## config.mk

```make
export PLATFORM = sky130hd
export DESIGN_NAME = riscv_mem_arbiter
export DESIGN_NICKNAME = d
export VERILOG_FILES = /design/src/rtl/riscv_mem_arbiter.sv
export SDC_FILE = /design/constraint.sdc
export NUM_CORES = 1
export LEC_CHECK = 0
export CAP_MARGIN = 20
export CORE_MARGIN = 2
export CORE_UTILIZATION = 43
export DETAILED_ROUTE_END_ITERATION = 10
export PLACE_DENSITY = 0.88
export RECOVER_POWER = 50
export SLEW_MARGIN = 0
export SYNTH_ARGS = -nofsm -noshare
export SYNTH_HDL_FRONTEND = slang
export SYNTH_SLANG_ARGS = --single-unit
export TNS_END_PERCENT = 50
```

## constraint.sdc

```tcl
create_clock -name clk -period 6.4 [get_ports clk]
set_input_delay 1.92 -clock clk [delete_from_list [all_inputs] [get_ports clk]]
set_output_delay 1.92 -clock clk [all_outputs]
set_load 0.005 [all_outputs]
```

## src/rtl/riscv_mem_arbiter.sv

```systemverilog
// riscv_mem_arbiter
//   Shares one single-ported memory backend between the instruction and data
//   caches of an in-order RISC-V core. Data accesses win over fetches; when
//   both are requested together they are served back to back (data, then
//   fetch) inside a single stall window, followed by a one-cycle RESP state
//   in which the core sees stall low and picks up the registered read data.
//   An access that is not acknowledged within TIMEOUT waiting cycles is
//   completed with zero read data and raises the sticky mem_err flag.
//
// Ports
//   clk, reset                synchronous active-high reset
//   icache_re / icache_addr   instruction fetch request and byte address
//   dcache_re / dcache_we     data load request / byte write enables (store)
//   dcache_addr / dcache_din  data byte address and store data
//   icache_dout, dcache_dout  registered fetch / load data
//   stall                     core must hold requests and pipeline while high
//   mem_req/we/addr/wdata     backend request (word address)
//   mem_rdata, mem_ack        backend read data and one-cycle completion pulse
//   mem_err                   sticky timeout flag, cleared only by reset
module riscv_mem_arbiter #(
  parameter int unsigned TIMEOUT = 255  // legal range 1..1023
) (
  input  logic        clk,
  input  logic        reset,
  input  logic        icache_re,
  input  logic [31:0] icache_addr,
  input  logic        dcache_re,
  input  logic [3:0]  dcache_we,
  input  logic [31:0] dcache_addr,
  input  logic [31:0] dcache_din,
  output logic [31:0] icache_dout,
  output logic [31:0] dcache_dout,
  output logic        stall,
  output logic        mem_req,
  output logic [3:0]  mem_we,
  output logic [31:0] mem_addr,
  output logic [31:0] mem_wdata,
  input  logic [31:0] mem_rdata,
  input  logic        mem_ack,
  output logic        mem_err
);

  localparam logic [9:0] TIMEOUT_CNT = 10'(TIMEOUT);

  typedef enum logic [1:0] {
    IDLE = 2'd0,
    DACC = 2'd1,
    IACC = 2'd2,
    RESP = 2'd3
  } state_t;

  state_t      state, state_nxt;
  logic        data_pend, inst_pend;
  logic [29:0] daddr_q, iaddr_q;   // word addresses
  logic [3:0]  we_q;
  logic [31:0] wdata_q;
  logic [9:0]  wait_cnt;

  logic        data_req, any_req, in_acc, timed_out, done;
  logic [31:0] rdata_eff;

  // Byte offsets never reach the backend, which is word addressed.
  logic        unused_offset;
  assign unused_offset = ^{icache_addr[1:0], dcache_addr[1:0]};

  assign data_req  = dcache_re | (|dcache_we);
  assign any_req   = data_req | icache_re;
  assign in_acc    = (state == DACC) || (state == IACC);
  // A real ack in the timeout cycle wins: normal completion, no error.
  assign timed_out = in_acc && !mem_ack && (wait_cnt == TIMEOUT_CNT);
  assign done      = in_acc && (mem_ack || timed_out);
  assign rdata_eff = mem_ack ? mem_rdata : 32'h0;

  // NOTE: every output of this block gets a default before the case so no
  // path leaves a variable unassigned, which would infer a latch.
  always_comb begin
    state_nxt = state;
    stall     = 1'b0;
    mem_req   = 1'b0;
    mem_we    = 4'b0000;
    mem_addr  = 32'h0;
    mem_wdata = 32'h0;
    case (state)
      IDLE: begin
        stall = any_req;
        if (data_req)       state_nxt = DACC;
        else if (icache_re) state_nxt = IACC;
      end
      DACC: begin
        stall     = 1'b1;
        mem_req   = data_pend;  // always set while DACC is active
        mem_we    = we_q;
        mem_addr  = {daddr_q, 2'b00};
        mem_wdata = wdata_q;
        if (done) state_nxt = inst_pend ? IACC : RESP;
      end
      IACC: begin
        stall    = 1'b1;
        mem_req  = inst_pend;   // always set while IACC is active
        mem_addr = {iaddr_q, 2'b00};
        if (done) state_nxt = RESP;
      end
      RESP:    state_nxt = IDLE;
      default: state_nxt = IDLE;
    endcase
  end

  // NOTE: state registers use non-blocking assignments so every flop
  // samples the pre-edge values regardless of statement order.
  always_ff @(posedge clk) begin
    if (reset) begin
      state       <= IDLE;
      data_pend   <= 1'b0;
      inst_pend   <= 1'b0;
      wait_cnt    <= 10'd0;
      mem_err     <= 1'b0;
      icache_dout <= 32'h0;
      dcache_dout <= 32'h0;
    end else begin
      state <= state_nxt;
      if (state == IDLE) begin
        data_pend <= data_req;
        inst_pend <= icache_re;
      end
      // Restart on completion so a DACC->IACC hand-off begins at zero.
      if (in_acc && !done) wait_cnt <= wait_cnt + 10'd1;
      else                 wait_cnt <= 10'd0;
      if (timed_out) mem_err <= 1'b1;
      if (state == DACC && done && we_q == 4'b0000) dcache_dout <= rdata_eff;
      if (state == IACC && done) icache_dout <= rdata_eff;
    end
  end

  // NOTE: the captured address/data registers have no reset; they only reach
  // the bus while the matching pending bit, which is reset, is set.
  always_ff @(posedge clk) begin
    if (state == IDLE) begin
      daddr_q <= dcache_addr[31:2];
      iaddr_q <= icache_addr[31:2];
      we_q    <= dcache_we;
      wdata_q <= dcache_din;
    end
  end

endmodule

```

==> results_dict.tcl <==
set metrics [dict create \
    place_area_um2 9341 \
    violations "capacitance limit, slew limit" \
    max-vdd-ir-drop_mv 0.2758 \
    netlist_area_um2 6588 \
    post_cts_resized 0 \
    vias 5218 \
    clk_pin_slew_ns 0.06 \
    crit_type "primary input to primary output" \
    leakage_nw 3.431 \
    grt_pass1_vias 5210 \
    grt_pass1_wl_um 26890 \
    status "complete, but fails checks" \
    fin_tns_setup_ns 0 \
    netSwitchingFraction_pct 28.72 \
    crit_path_max_fanout 3 \
    die_area_um2 16330 \
    wire_per_inst_um 18.22 \
    yosysMostFrequentCell "edfxtp_1" \
    synth-async-reset-ratio_pct 0 \
    ys_top_cells_by_area "edfxtp_1, dfxtp_1, a32o_1, and2_1, a22oi_1" \
    synth.largest_area_cell "edfxtp_1" \
    maxCapViolCount 3 \
    holdWs_ns 0.4588 \
    r2r-start "state[0]$_SDFFE_PP0P_" \
    synth_ff_type "edfxtp_1" \
    p_sw_mw 1.038 \
    ant_nets 0 \
    dp_hpwl_um 12130 \
    cts_tree "yes" \
    die_width_um 127.8 \
    ys_types 38 \
    h-tree-depth 4 \
    post-route-period-util_pct 91.13 \
    clockPowerShare_pct 28.5 \
    place_ws_ns 0.6732 \
    cts_inserted_buffers 17 \
    synthToLayoutAreaGrowth_pct 50.90 \
    first_pass_iters 4 \
    numPortBuffers 265 \
    routed_wl_um 17760 \
    start_util_pct 43.66 \
    cts_sinks 175 \
    root_buffer "clkbuf_16" \
    power.density_nw_per_um2 363.4 \
    syn_area_per_cell_um2 12.57 \
    cell_internal_pwr_mw 2.575 \
    track_usage_pct 21.37 \
    synth-seq-cells 175 \
    drt_iter0_markers 362 \
    holdPathStages 1 \
    ys_seq_area_share_pct 67.77 \
    overflow 0 \
    worstMarginPinSlew_ns 3.535 \
    hold_buffers 0 \
    final_nets 916 \
    synth_common_cells "edfxtp_1, dfxtp_1, nor2_1, and2_1, nand3_1" \
    core-area_um2 15090 \
    yosys.area.top_type_share_pct 43.76 \
    dp.cells 940 \
    critical_path_arrival_ns 3.91 \
    r2r_cells 4 \
    dieHeight_um 127.8 \
    place_congestion 0.7711 \
    seq_power_share_pct 44.4 \
    worst_slack_ns 0.5678 \
    worstHoldStart "wait_cnt[0]$_SDFF_PP0_" \
    synthCells 524 \
    drive_above_1_share_pct 5.980 \
    instances_no_fill 975 \
    clock_latency_ns 0.43 \
    finalSetupViolations 0 \
    route.detailed.drc 0 \
    hold_viol 0 \
    avgViaCountPerCell 5.352 \
    slew_headroom_pct -135.6 \
    utilization_pct 65.88 \
    rrSetupSlack_ns 1.43 \
    rsz0062_at_grt "no" \
    post-route-min-period_ns 5.832 \
    worst_clock_skew_ns 0.01629 \
    p_comb_share_pct 27.1 \
    rows 45 \
    post-cts-setup-buffer-count 0 \
    finalPower_mw 3.612 \
    synth_warnings 0 \
    min_to "wait_cnt[0]$_SDFF_PP0_" \
    ioPinCount 272 \
    synth_edf_count 96 \
    fin_area_um2 9941 \
    endpoint_kind "primary output" \
    critPathRequiredTime_ns 4.48 \
    fmax_mhz 171.5 \
    antenna_found_initial 1 \
    grt_max_degree 98 \
    cts_buffer_depth 2 \
    r2r-end "daddr_q[25]$_DFFE_PN_" \
    slew_violations 143 \
    min_path_type "flop to flop" \
    start_kind "primary input" \
]
-- power by group through the flow --
stage,Combinational [mW],Sequential (mW),Clock (mW)
global route,1.06,1.63,1.09
finish,0.979,1.60,1.03
CTS,0.985,1.58,1.05
floorplan,0.467,1.60,0
global placement,0.946,1.58,0
detailed placement,0.978,1.61,0
-- placed cells by master (no fill, tap or decap), types with 3 or more instances in the layout --
cell	n
inv_1	7
clkdlybuf4s50_1	167
o21ai_0	32
a21oi_1	35
dlygate4sd3_1	97
clkbuf_16	17
clkbuf_1	3
nand2b_1	4
o31ai_1	3
a32o_1	32
dfxtp_1	79
a22oi_1	31
inv_6	3
nor2_1	46
xor2_1	3
buf_4	4
nand3_1	38
ha_1	5
and2_1	38
nand2_1	5
xnor2_1	4
mux2i_1	3
edfxtp_1	96
-- kinds of logic (layout without fill, tap and decap cells) --
| family | after synthesis | in the layout | share of synthesized area [%] |
|---|---|---|---|
| AO/OA/AOI/OAI | 140 | 140 | 15.04 |
| XOR/XNOR | 7 | 7 | 0.9307 |
| multiplexers | 3 | 3 | 0.4559 |
| adder cells (fa/ha/maj) | 6 | 6 | 1.140 |
| flip-flops | 175 | 175 | 67.77 |
| other | 1 | 3 | 0.05693 |
| AND/OR/NAND/NOR | 140 | 140 | 10.98 |
| buffers and inverters | 52 | 313 | 3.628 |
-- metal layers --
layer	track usage (%)	up-vias	routed length (µm)
met4	9.567	0	506
met3	5.968	37	1203
met1	24.41	2521	6962
li1	-	2436	-
met2	37.40	224	9090
met5	0	-	0
-- sequential cells by signal, indices dropped and copies added (netlist names) --
register,count
dcache_dout,32
daddr_q,30
inst_pend,1
we_q,4
icache_dout,32
iaddr_q,30
wdata_q,32
mem_err,1
wait_cnt,10
data_pend,1
state,2
-- worst max path at each step --
stage               cells after the start             startpoint  endpoint  slack [ns]
finish                                  5           dcache_we[0]     stall        0.57
global route                            5           dcache_we[0]     stall        0.53
detailed placement                      5           dcache_we[0]     stall        0.67
global placement                        5           dcache_we[0]     stall        0.67
CTS                                     5           dcache_we[0]     stall        0.65
floorplan                               4  state[0]$_SDFFE_PP0P_     stall        1.18
-- final cells by class --
class	instances	area, µm²
antenna	1	2.502
clock buffer	17	425.4
clock inverter	15	160.2
fill	1140	5149
inverter	7	26.28
multi-input combinational	298	1891
sequential	175	4464
tap	188	235.2
timing repair buffer	274	2736
-- worst max-delay path, stage by stage --
cell and delay (ns):
dlygate4sd3_1 0.60, or4_4 0.59, o31ai_1 0.22, a21oi_1 0.11, clkdlybuf4s50_1 0.47
Note: power is estimated with default switching activity, not from simulation.
